[config.mk]
export PLATFORM = sky130hd
export DESIGN_NAME = rom_load_arbiter
export DESIGN_NICKNAME = d
export VERILOG_FILES = /design/src/rtl/rom_arb_pkg.sv /design/src/rtl/rst_hold_timer.sv /design/src/rtl/rom_load_arbiter.sv
export SDC_FILE = /design/constraint.sdc
export NUM_CORES = 1
export LEC_CHECK = 0
export CORE_ASPECT_RATIO = 0.6
export CORE_UTILIZATION = 47
export CTS_CLUSTER_DIAMETER = 50
export DETAILED_ROUTE_END_ITERATION = 6
export PLACE_DENSITY = 0.85
export RECOVER_POWER = 100
export REMOVE_ABC_BUFFERS = 1
export SLEW_MARGIN = 30
export SYNTH_ARGS = -nofsm -noshare
export SYNTH_HDL_FRONTEND = slang
export SYNTH_HIERARCHICAL = 1
export SYNTH_SLANG_ARGS = --single-unit
[constraint.sdc]
create_clock -name clk_sys -period 7.79 [get_ports clk_sys]
set_input_delay 1.558 -clock clk_sys [delete_from_list [all_inputs] [get_ports clk_sys]]
set_output_delay 1.558 -clock clk_sys [all_outputs]
set_load 0.01 [all_outputs]
[src/rtl/rom_arb_pkg.sv]
// ROM load arbiter shared definitions.
// Holds the arbiter state encoding, the RAM read latency and the default
// address width / core-reset hold length used by rom_load_arbiter.
package rom_arb_pkg;

    typedef enum logic [2:0] {
        ST_IDLE     = 3'd0,
        ST_WRITE    = 3'd1,
        ST_RD_ISSUE = 3'd2,
        ST_RD_WAIT  = 3'd3,
        ST_RD_DONE  = 3'd4
    } arb_state_t;

    // Cycles from driving mem_addr to mem_rdata being capturable (ISSUE + WAIT).
    localparam int READ_LATENCY        = 2;
    localparam int DEFAULT_AW          = 16;
    localparam int DEFAULT_HOLD_CYCLES = 16;
    localparam int DL_ADDR_W           = 25;

endpackage

[src/rtl/rst_hold_timer.sv]
// Core reset hold timer.
// core_reset is high while dl_active is high and for HOLD_CYCLES clk_sys
// cycles after it falls; a new rise during the hold restarts the count.
// Also provides a one-cycle dl_rise indication of a dl_active rising edge.
// Ports:
//   clk_sys    in   clock
//   reset_n    in   async active-low reset (counter reloads, core_reset high)
//   dl_active  in   download in progress
//   core_reset out  reset to the game core
//   dl_rise    out  dl_active rising edge (valid in the cycle it rises)
module rst_hold_timer
    import rom_arb_pkg::*;
#(
    parameter int HOLD_CYCLES = DEFAULT_HOLD_CYCLES
) (
    input  logic clk_sys,
    input  logic reset_n,
    input  logic dl_active,
    output logic core_reset,
    output logic dl_rise
);

    localparam int CW = $clog2(HOLD_CYCLES + 1);
    localparam logic [CW-1:0] HOLD_VAL = CW'(HOLD_CYCLES);

    logic [CW-1:0] hold_cnt;
    logic          dl_active_q;

    always_ff @(posedge clk_sys or negedge reset_n) begin
        if (!reset_n) begin
            hold_cnt    <= HOLD_VAL;
            dl_active_q <= 1'b0;
        end else begin
            dl_active_q <= dl_active;
            if (dl_active) begin
                hold_cnt <= HOLD_VAL;
            end else if (hold_cnt != '0) begin
                hold_cnt <= hold_cnt - CW'(1);
            end
        end
    end

    // dl_active is ORed in directly so the core sees reset in the same cycle
    // the download starts, not one cycle later.
    assign core_reset = dl_active | (hold_cnt != '0);
    assign dl_rise    = dl_active & ~dl_active_q;

endmodule

[src/rtl/rom_load_arbiter.sv]
// ROM load arbiter.
// Shares one single-port synchronous RAM between the ROM download port
// (through a one-entry write buffer) and two CPU read ports (round-robin),
// and generates the game core reset around downloads.
//
// state       | meaning
// ------------+---------------------------------------------------------
// ST_IDLE     | waiting; buffered write wins over reads
// ST_WRITE    | mem_we high one cycle with the buffered byte
// ST_RD_ISSUE | mem_addr driven with the granted read address
// ST_RD_WAIT  | waiting for RAM read data
// ST_RD_DONE  | rd_data valid, rdy pulse to the granted requester
//
// Ports:
//   clk_sys, reset_n          clock, async active-low reset
//   dl_active/dl_wr/dl_addr/dl_data   ROM download stream
//   req_a/addr_a, req_b/addr_b        read requests (main CPU / sound CPU)
//   rdy_a, rdy_b, rd_data             read completion and data
//   mem_addr/mem_we/mem_wdata/mem_rdata  RAM port
//   core_reset                reset to the game core
//   dl_overflow               sticky, a download byte was lost
module rom_load_arbiter
    import rom_arb_pkg::*;
#(
    parameter int AW          = DEFAULT_AW,
    parameter int HOLD_CYCLES = DEFAULT_HOLD_CYCLES
) (
    input  logic                 clk_sys,
    input  logic                 reset_n,
    input  logic                 dl_active,
    input  logic                 dl_wr,
    input  logic [DL_ADDR_W-1:0] dl_addr,
    input  logic [7:0]           dl_data,
    input  logic                 req_a,
    input  logic                 req_b,
    input  logic [AW-1:0]        addr_a,
    input  logic [AW-1:0]        addr_b,
    output logic                 rdy_a,
    output logic                 rdy_b,
    output logic [7:0]           rd_data,
    output logic [AW-1:0]        mem_addr,
    output logic                 mem_we,
    output logic [7:0]           mem_wdata,
    input  logic [7:0]           mem_rdata,
    output logic                 core_reset,
    output logic                 dl_overflow
);

    localparam int WAIT_CYCLES = READ_LATENCY - 1;
    localparam int LW          = (WAIT_CYCLES > 1) ? $clog2(WAIT_CYCLES) : 1;
    localparam logic [LW-1:0] LAT_LOAD = LW'(WAIT_CYCLES - 1);

    arb_state_t state, state_nxt;

    logic          buf_valid;
    logic [AW-1:0] buf_addr;
    logic [7:0]    buf_data;
    logic          rr_b;
    logic          gnt_b;
    logic [LW-1:0] lat_cnt;
    logic          dl_rise;

    logic dl_in_range;
    logic buf_drain;
    logic buf_load;
    logic ovf_set;
    logic rd_ok;
    logic pick_b;

    rst_hold_timer #(
        .HOLD_CYCLES(HOLD_CYCLES)
    ) u_rst_hold_timer (
        .clk_sys   (clk_sys),
        .reset_n   (reset_n),
        .dl_active (dl_active),
        .core_reset(core_reset),
        .dl_rise   (dl_rise)
    );

    // Bytes beyond the RAM are dropped without flagging overflow.
    assign dl_in_range = ((dl_addr >> AW) == '0);
    // The buffer empties in WRITE, so a byte arriving then is not a collision.
    assign buf_drain   = (state == ST_WRITE);
    assign buf_load    = dl_wr & dl_in_range & (~buf_valid | buf_drain);
    assign ovf_set     = dl_wr & dl_in_range & buf_valid & ~buf_drain;
    assign rd_ok       = ~dl_active & ~core_reset;
    // rr_b only matters when both request; a lone requester always wins.
    assign pick_b      = req_b & (~req_a | rr_b);

    always_ff @(posedge clk_sys or negedge reset_n) begin
        if (!reset_n) begin
            state <= ST_IDLE;
        end else begin
            state <= state_nxt;
        end
    end

    always_comb begin
        state_nxt = state;
        case (state)
            ST_IDLE: begin
                if (buf_valid) begin
                    state_nxt = ST_WRITE;
                end else if (rd_ok && (req_a || req_b)) begin
                    state_nxt = ST_RD_ISSUE;
                end
            end
            ST_WRITE:    state_nxt = ST_IDLE;
            ST_RD_ISSUE: state_nxt = ST_RD_WAIT;
            ST_RD_WAIT: begin
                if (lat_cnt == '0) begin
                    state_nxt = ST_RD_DONE;
                end
            end
            ST_RD_DONE:  state_nxt = ST_IDLE;
            default:     state_nxt = ST_IDLE;
        endcase
    end

    always_comb begin
        mem_we = 1'b0;
        rdy_a  = 1'b0;
        rdy_b  = 1'b0;
        case (state)
            ST_WRITE: mem_we = 1'b1;
            ST_RD_DONE: begin
                rdy_a = ~gnt_b;
                rdy_b = gnt_b;
            end
            default: ;
        endcase
    end

    always_ff @(posedge clk_sys or negedge reset_n) begin
        if (!reset_n) begin
            buf_valid   <= 1'b0;
            buf_addr    <= '0;
            buf_data    <= '0;
            dl_overflow <= 1'b0;
            mem_addr    <= '0;
            mem_wdata   <= '0;
            rd_data     <= '0;
            rr_b        <= 1'b0;
            gnt_b       <= 1'b0;
            lat_cnt     <= '0;
        end else begin
            if (buf_load) begin
                buf_valid <= 1'b1;
                buf_addr  <= dl_addr[AW-1:0];
                buf_data  <= dl_data;
            end else if (buf_drain) begin
                buf_valid <= 1'b0;
            end

            // A loss in the same cycle as a new download start still counts.
            if (ovf_set) begin
                dl_overflow <= 1'b1;
            end else if (dl_rise) begin
                dl_overflow <= 1'b0;
            end

            case (state)
                ST_IDLE: begin
                    if (state_nxt == ST_WRITE) begin
                        mem_addr  <= buf_addr;
                        mem_wdata <= buf_data;
                    end else if (state_nxt == ST_RD_ISSUE) begin
                        gnt_b    <= pick_b;
                        mem_addr <= pick_b ? addr_b : addr_a;
                        if (req_a && req_b) begin
                            rr_b <= ~rr_b;
                        end
                    end
                end
                ST_RD_ISSUE: lat_cnt <= LAT_LOAD;
                ST_RD_WAIT: begin
                    if (lat_cnt != '0) begin
                        lat_cnt <= lat_cnt - LW'(1);
                    end else begin
                        rd_data <= mem_rdata;
                    end
                end
                default: ;
            endcase
        end
    end

endmodule

* After elaboration in Yosys (flattened, before gate mapping)
Cells that the tools add are included.
Cells by class: magnitude comparators 0, add/subtract/negate cells 2, mux-type cells 18, divide/modulo/power cells 0, equal/unequal tests 6, multipliers 0, reductions and logical operators 16, shift-type cells 0, bitwise logic cells 20
Operators with widths (count):
- two-way mux 16 bit | 3
- zero test 25 bit | 1
- two-way mux 5 bit | 2
- inverter 1 bit | 10
- nonzero test 2 bit | 5
- == test 3 x 2 -> 1 bit (second input constant) | 3
- two-way mux 3 bit | 3
- one-hot mux 3 bit (3 select lines) | 1
- two-way mux 1 bit | 8
- bitwise AND 1 bit | 7
- == test 3 x 1 -> 1 bit (second input constant) | 2
- AND reduction 2 bit | 3
- nonzero test 5 bit | 1
- subtractor 5 x 1 -> 5 bit (second input constant) | 1
- AND reduction 4 bit | 1
- == test 3 bit (second input constant) | 1
- zero test 3 bit | 1
- bitwise OR 1 bit | 3
- AND reduction 3 bit | 1
- logical AND 1 bit | 2
- one-hot mux 1 bit (2 select lines) | 1
- logical OR 1 bit | 1
- subtractor 1 bit (second input constant) | 1
Word-level totals: logic and storage cells 75, latch bits 0, output and inout bits 37, register bits after elaboration 70, memories 0, memory bits (writable) 0, input bits 79, ROM bits 0

* Depth between registers and ports, before layout
word-level depth 11, gate-level depth with buffers 10, depth with buffers taken out 8

* Hierarchy
The synthesis kept the hierarchy.
By module, submodules not included:
- rom_load_arbiter | area an instance 2750.1 um2, times used 1, cells each 224, seq. area each 1576.5 um2
- rst_hold_timer | area an instance 290.3 um2, times used 1, cells each 28, seq. area each 151.4 um2

* Worst setup path after synthesis
Ideal clock, no wire load.
kind in2out, start input port dl_active, end output port core_reset, buffers on the path 0, arrival 1.812 ns, data required time 6.232 ns, stages 1, slack 4.420 ns, path through or2_1
Between the ends: longest elaborated chain between the ends 1
RTL lines:
- start: declaration | RTL line rom_load_arbiter.sv:30 | input logic dl_active,
- bitwise OR 1 bit | RTL line rst_hold_timer.sv:45 | assign core_reset = dl_active | (hold_cnt != '0);
- end: declaration | RTL line rom_load_arbiter.sv:45 | output logic core_reset,
Every way passes these cells.

* Worst setup path after layout
start input port dl_active, end register rr_b
Between the ends: longest elaborated chain between the ends 10, elaborated cells between the ends (all ways) 12
RTL lines:
- bitwise OR 1 bit | RTL line rst_hold_timer.sv:45
- inverter 1 bit | RTL line rom_load_arbiter.sv:86 | assign rd_ok = ~dl_active & ~core_reset;
- bitwise AND 1 bit * | RTL line rom_load_arbiter.sv:86
- logical AND 1 bit * | RTL line rom_load_arbiter.sv:104 | end else if (rd_ok && (req_a || req_b)) begin
- two-way mux 3 bit * | RTL line rom_load_arbiter.sv:104
- two-way mux 3 bit * | RTL line rom_load_arbiter.sv:102 | if (buf_valid) begin
- one-hot mux 3 bit (3 select lines) * | RTL line rom_load_arbiter.sv:100 | case (state)
- == test 3 x 1 -> 1 bit | RTL line rom_load_arbiter.sv:164 | if (state_nxt == ST_WRITE) begin
- inverter 1 bit (no source line)
- AND reduction 4 bit (no source line) *
- end signal: assignment | RTL line rom_load_arbiter.sv:171 | rr_b <= ~rr_b;
- end: declaration | RTL line rom_load_arbiter.sv:58 | logic rr_b;
Every way passes the cells marked *; elsewhere a longest branch is shown, timed or not. A chain may end at the register's enable or synchronous reset.

==> impl_metrics.toml <==
[synth]
ys_ff_latch = 69
synth_sequential_area_ratio = 0.5683
synthCells = 252
synth.largest_area_cell = "dfrtp_1"
top_area_cells_in_the_synthesized_netlist = "dfrtp_1, mux2_2, mux2i_1, a211oi_1, o22ai_1"
yosysWarnings = 6
synth.top_cell.area_share = 0.5597
synth.distinct_cells = 39
avgSynthCellArea_um2 = 12.07
post_syn_area_um2 = 3040

[finish]
final_util = 0.7194
design.final.nets = 451
area.growth.synth_to_final_pct = 45.88
fin_cells = 460
final_layout_size_suffix_gt1_frac = 0.1463
antennaDiodeCount = 0

[sta]
fmax_mhz = 207.8
hold_viol_final = 0
tightestPinTransition_ps = 2686
finalCriticalPeriod_ps = 4811
whs_ps = 476.3
timing.clock.skew_ps = 9.412
rsz0062_at_grt = "no"
totalNegativeSetupSlack_ps = 0
setup_viol = 0
timing.final.crit_share = 0.6176
timing.max_slew.rel_slack = -0.7908
timing_max_transition_violations_final = 107

[detailed_routing]
routed_via_count_divided_by_cell_count = 5.300
route.detailed.wl_per_inst_um = 16.49
drt_iter0_drc = 142
route.final.wire_length_um = 7585
routed-via-count = 2438
route.detailed.drc = 0
detail_route.first_pass.iterations = 4
antenna_violating_nets_post_route = 0

[setup_path]
cp-start-kind = "input port"
critical_path_arrival_ps = 5040
timing.reg2reg.worst_path_depth = 5
critical_path_required_ps = 8020
critical_path.endpoint_type = "flip-flop"
cp_max_fo = 10
startpoint = "dl_active"
worst-setup-path-type = "in -> reg"
r2r_setup_slack_ps = 3270
worst_r2r_startpoint = "state[1]"

[clock_network]
cts.htree.levels = 3
cts.repair_timing.setup_buffer_count = 0
clock_tree.root_cell = "clkbuf_8"
cts_hold_repair.buffers = 0
clockBufferDepth = 2
cts_tree = "yes"
post_cts.resized_instances = 0
insertion_delay_ps = 340
tritoncts.num_buffers = 9
cts_sinks = 69
worst_setup_hold_path_clk_slew_ps = 70

[grt]
global_route_wire_length_before_repair_um = 12460
grt_pass1_vias = 2540
antenna_found_initial = 0
globalRoute.totalOverflow = 0
maximum_number_of_pins_on_one_net_before_global_route_repair = 70
grt_usage = 0.2444

[placed_design]
dpl.cell_count = 443
place_hpwl_um = 5303
place.gp.congestion = 0.7237
count_of_input_and_output_buffers = 115

[floorplan]
placeableCoreArea_um2 = 6166
initial_core_util = 0.4931
floorplan.die.width_um = 105.8
design.die.area_um2 = 6805
core.rowCount = 22
io-pin-count = 116
vertical_die_dimension_um = 64.30

[run_status]
result_of_the_run = "finished, violations left"
violations = "max-capacitance violations, max-slew violations"

[power]
leakagePower_uw = 0.002133
final_power_uw = 1303
p_per_area_nw_per_um2 = 293.8
worst_ir_drop_vdd_uv = 148.6

[job]
cap_viol_max_count = 4

[hold_path]
worst_hold_startpoint = "rd_data[0]"
timing.hold.worst_path_depth = 2
min-delay-path-class = "reg -> reg"
==> synthesized netlist by cell type, drive strengths merged <==
master and instances:
nand2 28, and3 2, buf 10, ha 1, nor3 2, dfrtp 68
nor2 22, mux2 32, inv 6, clkinv 1, a21oi 2, nor4 2
nand4b 1, o22ai 17, nand2b 2, clkbuf 2, o21a 2, a211o 1
nor4b 1, xnor2 2, mux2i 17, or2 2, nor3b 1, nor2b 1
or3 1, a211oi 17, dfstp 1, o21ai 1, nand3b 2, or4b 1
o21bai 1, or2b 1, a21o 1, nand3 1
==> placed cells by master, fill, tap and decap left out, types with 2 or more instances in the layout <==
master / n
nand2_1: 28
mux2i_1: 17
xnor2_1: 2
inv_1: 6
clkdlybuf4s50_1: 67
nand3b_1: 2
clkbuf_1: 4
nor4_1: 2
nand2b_1: 2
clkbuf_8: 10
o21a_1: 2
mux2_2: 32
dfrtp_1: 68
and3_1: 2
clkinv_2: 2
a211oi_1: 17
nor2_1: 22
nor3_1: 2
o22ai_1: 17
bufinv_16: 2
dlygate4sd3_1: 47
a21oi_1: 2
==> stage by stage <==
step / area, µm² / setup slack, ps
2_1_floorplan: 2965 / 3946
3_3_place_gp: 4243 / 3364
3_5_place_dp: 4254 / 3347
4_1_cts: 4478 / 3344
5_1_grt: 4436 / 2497
6_report: 4436 / 2979
==> final timing paths <==
| kind | end |
|---|---|
| max | rr_b |
| min | rd_data[0] |
| max reg2reg | rr_b |
| min reg2reg | rd_data[0] |
| max in group asynchronous | mem_addr[5] |
| min in group asynchronous | rd_data[6] |
==> report_power, final <==
part	internal (µW)	switching, µW	leakage [µW]
logic	242	218	0.00111
registers	448	68.4	0.000914
clock network	188	138	0.000112
==> worst max-delay path, cell delays in order <==
cell,delay (ps)
dlygate4sd3_1,640
or2_0,270
or2_2,340
nor4b_1,1450
clkbuf_1,480
nand3_1,160
xnor2_1,140
==> kinds of logic after synthesis <==
logic type,count (synthesis),share of synthesized area
XOR/XNOR,2,0.005762
adder cells (fa/ha/maj),1,0.004115
AND/OR/NAND/NOR,70,0.1165
buffers and inverters,19,0.03333
AO/OA/AOI/OAI,42,0.09753
multiplexers,49,0.1745
flip-flops,69,0.5683
==> sequential cells by signal, summed over array words and instances, names as in the netlist, 3 cells and up <==
name / flops
buf_addr: 16
mem_addr: 16
buf_data: 8
mem_wdata: 8
rd_data: 8
u_rst_hold_timer/hold_cnt: 5
state: 3
==> layout make-up <==
type                       instances  area, µm²
timing repair buffer             120       1169
inverter                           7      26.28
fill                             460       1730
multi-input combinational        164       1184
tap                               84      105.1
clock inverter                     6      86.33
clock buffer                      10      137.6
sequential                        69       1728
==> routing by layer <==
| metal | wire (µm) | global-route usage | up-vias |
|---|---|---|---|
| met2 | 3532 | 0.3995 | 106 |
| met5 | 0 | 0 | - |
| li1 | - | - | 1148 |
| met1 | 3189 | 0.3007 | 1173 |
| met4 | 70 | 0.04861 | 0 |
| met3 | 792 | 0.1112 | 11 |
Power figures use the tool's default switching activity.
